--- config.mk ---
export PLATFORM = sky130hd
export DESIGN_NAME = fetch_unit
export DESIGN_NICKNAME = d
export VERILOG_FILES = /design/src/rtl/fetch_unit.sv
export SDC_FILE = /design/constraint.sdc
export NUM_CORES = 1
export LEC_CHECK = 0
export ABC_AREA = 1
export CAP_MARGIN = 0
export CORE_UTILIZATION = 43
export CTS_CLUSTER_DIAMETER = 80
export DETAILED_ROUTE_END_ITERATION = 10
export PLACE_DENSITY = 0.76
export SYNTH_ARGS = -nofsm -noshare
export SYNTH_HDL_FRONTEND = slang
export SYNTH_SLANG_ARGS = --single-unit
export TNS_END_PERCENT = 100
--- constraint.sdc ---
create_clock -name clk -period 1.2 [get_ports clk]
set_input_delay 0.12 -clock clk [delete_from_list [all_inputs] [get_ports clk]]
set_output_delay 0.12 -clock clk [all_outputs]
set_load 0.05 [all_outputs]
--- src/rtl/fetch_unit.sv ---
// Instruction-fetch stage: owns the program counter and the instruction
// register, fetches one 8-bit instruction per LoadIR over a req/ack
// handshake, and substitutes a HALT opcode when memory stops answering.
module fetch_unit #(
  parameter int              PC_W     = 8,
  parameter logic [PC_W-1:0] RESET_PC = '0,
  parameter int              TIMEOUT  = 15,
  parameter logic [7:0]      HALT_OP  = 8'hF0
) (
  input  logic            clk,
  input  logic            reset,
  input  logic            LoadIR,
  input  logic            IncPC,
  input  logic            LoadPC,
  input  logic            SelPC,
  input  logic [3:0]      ImmediateData,
  input  logic [PC_W-1:0] RegData,
  output logic            mem_req,
  output logic [PC_W-1:0] mem_addr,
  input  logic            mem_ack,
  input  logic [7:0]      mem_rdata,
  output logic [7:0]      Opcode,
  output logic            ir_valid,
  output logic            fetch_err,
  output logic [PC_W-1:0] pc
);

  typedef enum logic [1:0] {
    IDLE = 2'd0,
    REQ  = 2'd1,
    DONE = 2'd2
  } state_t;

  // Counter value on the last cycle we are still willing to wait for mem_ack.
  localparam logic [7:0] LAST_WAIT = 8'(TIMEOUT - 1);

  state_t          state_r;
  logic [7:0]      wait_cnt_r;
  logic [PC_W-1:0] pc_r;
  logic [PC_W-1:0] pc_next_s;
  logic [PC_W-1:0] imm_ext_s;

  assign imm_ext_s = {{(PC_W-4){1'b0}}, ImmediateData};
  assign pc        = pc_r;

  // Next PC: a jump (either source) outranks a plain increment.
  always_comb begin
    pc_next_s = pc_r;
    if (LoadPC) begin
      if (SelPC) begin
        pc_next_s = imm_ext_s;
      end else begin
        pc_next_s = RegData;
      end
    end else if (IncPC) begin
      pc_next_s = pc_r + {{(PC_W-1){1'b0}}, 1'b1};
    end else begin
      pc_next_s = pc_r;
    end
  end

  // PC register, updated in every fetch state independently of the FSM.
  always_ff @(posedge clk or posedge reset) begin
    if (reset) begin
      pc_r <= RESET_PC;
    end else begin
      pc_r <= pc_next_s;
    end
  end

  // Fetch FSM with registered memory request, address, IR and status flags.
  always_ff @(posedge clk or posedge reset) begin
    if (reset) begin
      state_r    <= IDLE;
      wait_cnt_r <= 8'd0;
      mem_req    <= 1'b0;
      mem_addr   <= {PC_W{1'b0}};
      Opcode     <= 8'h00;
      ir_valid   <= 1'b0;
      fetch_err  <= 1'b0;
    end else begin
      case (state_r)
        IDLE: begin
          if (LoadIR) begin
            // Latch the address now so later PC changes cannot disturb it.
            mem_addr   <= pc_r;
            mem_req    <= 1'b1;
            ir_valid   <= 1'b0;
            wait_cnt_r <= 8'd0;
            state_r    <= REQ;
          end else begin
            state_r <= IDLE;
          end
        end
        REQ: begin
          if (mem_ack) begin
            // An ack on the final wait cycle still counts as success.
            Opcode   <= mem_rdata;
            ir_valid <= 1'b1;
            mem_req  <= 1'b0;
            state_r  <= DONE;
          end else if (wait_cnt_r == LAST_WAIT) begin
            Opcode    <= HALT_OP;
            ir_valid  <= 1'b1;
            fetch_err <= 1'b1;
            mem_req   <= 1'b0;
            state_r   <= DONE;
          end else begin
            wait_cnt_r <= wait_cnt_r + 8'd1;
            state_r    <= REQ;
          end
        end
        DONE: begin
          // One-cycle settle; a LoadIR arriving here is intentionally dropped.
          state_r <= IDLE;
        end
        default: begin
          mem_req <= 1'b0;
          state_r <= IDLE;
        end
      endcase
    end
  end

endmodule

==> impl_metrics.yaml, run 1 <==
global_route:
  vias_in_the_first_global_route: 1870
  grt_antenna_before_repair: 0
  grt_pass1_wl_um: 8286
  grt.total_usage_pct: 24.35
  largest_net_degree_at_the_start_of_global_routing: 38
  globalRouteOverflowTotal: 0
finish:
  layout.cells.non_filler: 383
  post_route_cells_drive_above_1_share_pct: 37.54
  area_growth_syn_to_layout_pct: 76.03
  fillerInstances: 251
  net_count_final: 362
  mostFrequentLayoutCells: "42 x nand2_1, 34 x buf_4, 32 x nor2_1"
  register_area_um2: 935.9
  multiInputGateArea_um2: 950.9
  post-route-cell-area_um2: 3326
  final_common_cell: "nand2_1"
  antenna_cells: 0
pwr:
  power.share.sequential_pct: 29.0
  sw_frac_of_total_pct: 40.28
  clockPowerShare_pct: 18.0
  intPower_w: 0.004282
  cellLeakagePower_nw: 1.510
  power-per-cell-area_nw_per_um2: 2156
  vdd_ir_drop_max_mv: 1.016
  switching_pwr_w: 0.002888
  share_comb_of_total_power_pct: 53.0
synth:
  synthDominantCellAreaShare_pct: 49.01
  synth_area_leaders: "dfrtp_1 49%, nand2_1 11%, nor2_1 7.5%"
  yosys_warnings: 0
  ys_seq_area_share_pct: 49.01
  syn-cell-area_um2: 1889
  post_synthesis_cell_type_with_the_largest_combined_area: "dfrtp_1"
  yosys_register_bits: 37
  postSynthAreaPerCell_um2: 7.938
  synth.lib_cells_used.distinct: 26
  mappedNetlistNets: 268
  netlist_instances: 238
setup_path:
  critical_path.reg2reg.endpoint: "wait_cnt_r[4]"
  cp_data_required_time_ps: 1390
  worst-path-max-fanout: 6
  setup_crit_path_kind: "reg -> reg"
  setup.reg_to_reg.worst_slack_ps: -160
  setup.worst_path.start: "wait_cnt_r[0]"
  critical_path.startpoint_type: "flip-flop"
  crit_path_end: "wait_cnt_r[4]"
  timing.rr.start: "wait_cnt_r[0]"
  path_depth_of_the_worst_reg2reg_path: 9
  worst_ep_arrival_time_ps: 1550
  setup_crit_end_kind: "flip-flop"
die:
  die_width_um: 68.29
  placementRows: 23
  i_o_pin_total: 54
  vertical_die_dimension_um: 68.29
  dieArea_um2: 4663
  floorplan.core_area_um2: 4115
  initial_core_util_pct: 45.91
cts:
  clock_insertion_delay_worst_skew_ps: 290
  max-clock-path-buffers: 2
  cts_root_buffer: "clkbuf_8"
  cts_made_buffers: 5
  tritoncts: "yes"
  cts-htree-levels: 2
  clkSinkCount: 37
  clock_input_transition_at_the_sequential_cells_of_the_worst_setup_and_hold_paths_ps: 80
detailed_routing:
  drt-total-wl_um: 5415
  drc_errors: 0
  drt_iter0_markers: 134
  detail_route.wl_per_cell_um: 14.14
  detail-route-antenna-nets: 0
  dr_total_vias: 1953
  first_pass_iters: 4
  drt-vias-per-instance: 5.099
timing:
  worstMarginPinSlew_ps: 214.7
  post-route-period-util_pct: 113.3
  maximum_clock_skew_at_final_layout_ps: 6.911
  report.final.setup_viol: 20
  rsz0062_at_grt: "true"
  slew_headroom_pct: 85.67
  max_freq_mhz: 735.7
  period_needed_ps: 1359
  setup_slack_ps: -159.3
  finalHoldViolations: 0
  slew_viol_final: 0
  setup_total_negative_slack_ps: -2267
placement:
  post-place-cells: 362
  place_hpwl_um: 3714
  place.port_buffers: 53
  weighted_congestion_reported_at_the_end_of_routability_driven_placement: 0.8275
  placed_cell_area_um2: 2975
outcome:
  violated_checks: "negative setup slack"
  status: "finished with violations"
min_path:
  min-delay-path-class: "in -> async"
flow_run:
  max-cap-violations: 0
power by group through the flow:
stage	sequential, W	clock, W	combinational, W
6_report	0.00208	0.00129	0.00380
5_1_grt	0.00211	0.00136	0.00401
3_3_place_gp	0.00205	0	0.00346
4_1_cts	0.00206	0.00129	0.00361
2_1_floorplan	0.00299	0	0.000620
3_5_place_dp	0.00207	0	0.00351
how the worst min path moves through the flow:
stage | cells past startpoint | slack (ps) | to
after floorplan | 2 | 260 | Opcode[4]
after global placement | 1 | 470 | mem_req
after detailed placement | 1 | 480 | mem_req
after CTS | 3 | 210 | Opcode[6]
after global routing | 3 | 210 | mem_addr[6]
final | 3 | 190 | Opcode[4]
worst max-delay path, stage by stage (launching register included):
cell     delay [ps]
dfrtp_1         420
inv_2            90
ha_4            130
inv_4            40
nor3_4          120
nand2_2         120
nand2_4         130
nand2_4          80
nand2_2          70
nand2_1          50
stage by stage:
| step | utilization, % | hold WS, ps | worst slack, ps | total power, W |
|---|---|---|---|---|
| 3_5_place_dp | 72.30 | 480.8 | -213.0 | 0.005587 |
| 4_1_cts | 77.38 | 207.0 | -141.9 | 0.006969 |
| 5_1_grt | 80.81 | 211.0 | -236.7 | 0.007481 |
| 2_1_floorplan | - | 264.0 | -82.30 | 0.003607 |
| 3_3_place_gp | 72.30 | 471.9 | -98.50 | 0.005510 |
| 6_report | 80.81 | 188.3 | -159.3 | 0.007170 |
registers in the layout, indices dropped and copies added, names as in the netlist:
signal / cells
Opcode: 8
mem_addr: 8
pc: 8
wait_cnt_r: 8
state_r: 2
fetch_err: 1
ir_valid: 1
mem_req: 1
what timing repair did:
| item | 4_1_cts | 5_1_grt |
|---|---|---|
| endpoints found under the setup margin | 19 | 31 |
| hold buffers | 0 | 0 |
| pin swaps | 4 | 14 |
| buffers inserted | 2 | 10 |
| gates cloned | 1 | 0 |
| gates resized for setup | 15 | 22 |
kinds of logic (layout without fill, tap and decap cells):
kind of cell               Yosys count  in the layout  share of synthesized area (%)
DFF                                 37             37                          49.01
AOI/OAI and AO/OA                   35             35                          10.20
adders and majority gates            3              3                          1.987
xor gates and xnor gates             4              4                          1.855
buffers and inverters               32            126                          7.152
and+or+nand+nor                    127            128                          29.80
layout make-up:
class / count / area share [%]
Timing Repair Buffer: 93 / 34.31
Tap cell: 50 / 1.881
Clock inverter: 3 / 1.956
Inverter: 25 / 3.047
Sequential cell: 37 / 28.14
Multi-Input combinational cell: 170 / 28.59
Clock buffer: 5 / 2.069
cells in the mapped netlist:
library cell and n:
nand2_1 53, nor2_1 38, dfrtp_1 37, nand3_1 26
inv_1 21, o21ai_1 14, o21ai_0 8, buf_2 6
a21oi_1 5, inv_2 4, ha_1 3, xnor2_1 3
a22oi_1 2, a31oi_1 2, nand2_2 2, nand4_1 2
nor2_4 2, o211ai_1 2, a31o_2 1, buf_6 1
nand2_4 1, nor2_2 1, nor3_2 1, nor3_4 1
o22ai_1 1, xor2_1 1
routing by layer:
metal,wire (um),track usage [%],share of wire [%]
met1,2180,27.99,40
met4,70,7.031,1.3
met2,2852,43.14,53
met5,0,0,0
met3,311,7.333,5.7
Note: power is estimated with default switching activity, not from simulation.
==> run 2, diff against run 1 <==
--- a/config.mk
+++ b/config.mk
@@ -6,11 +6,13 @@
 export NUM_CORES = 1
 export LEC_CHECK = 0
 export ABC_AREA = 1
+export ABC_CLOCK_PERIOD_IN_PS = 1200
 export CAP_MARGIN = 0
 export CORE_UTILIZATION = 43
 export CTS_CLUSTER_DIAMETER = 80
 export DETAILED_ROUTE_END_ITERATION = 10
 export PLACE_DENSITY = 0.76
+export SLEW_MARGIN = 30
 export SYNTH_ARGS = -nofsm -noshare
 export SYNTH_HDL_FRONTEND = slang
 export SYNTH_SLANG_ARGS = --single-unit
==> results of run 2 <==
The final DEF is identical to that of run 1; final timing and power are the same.
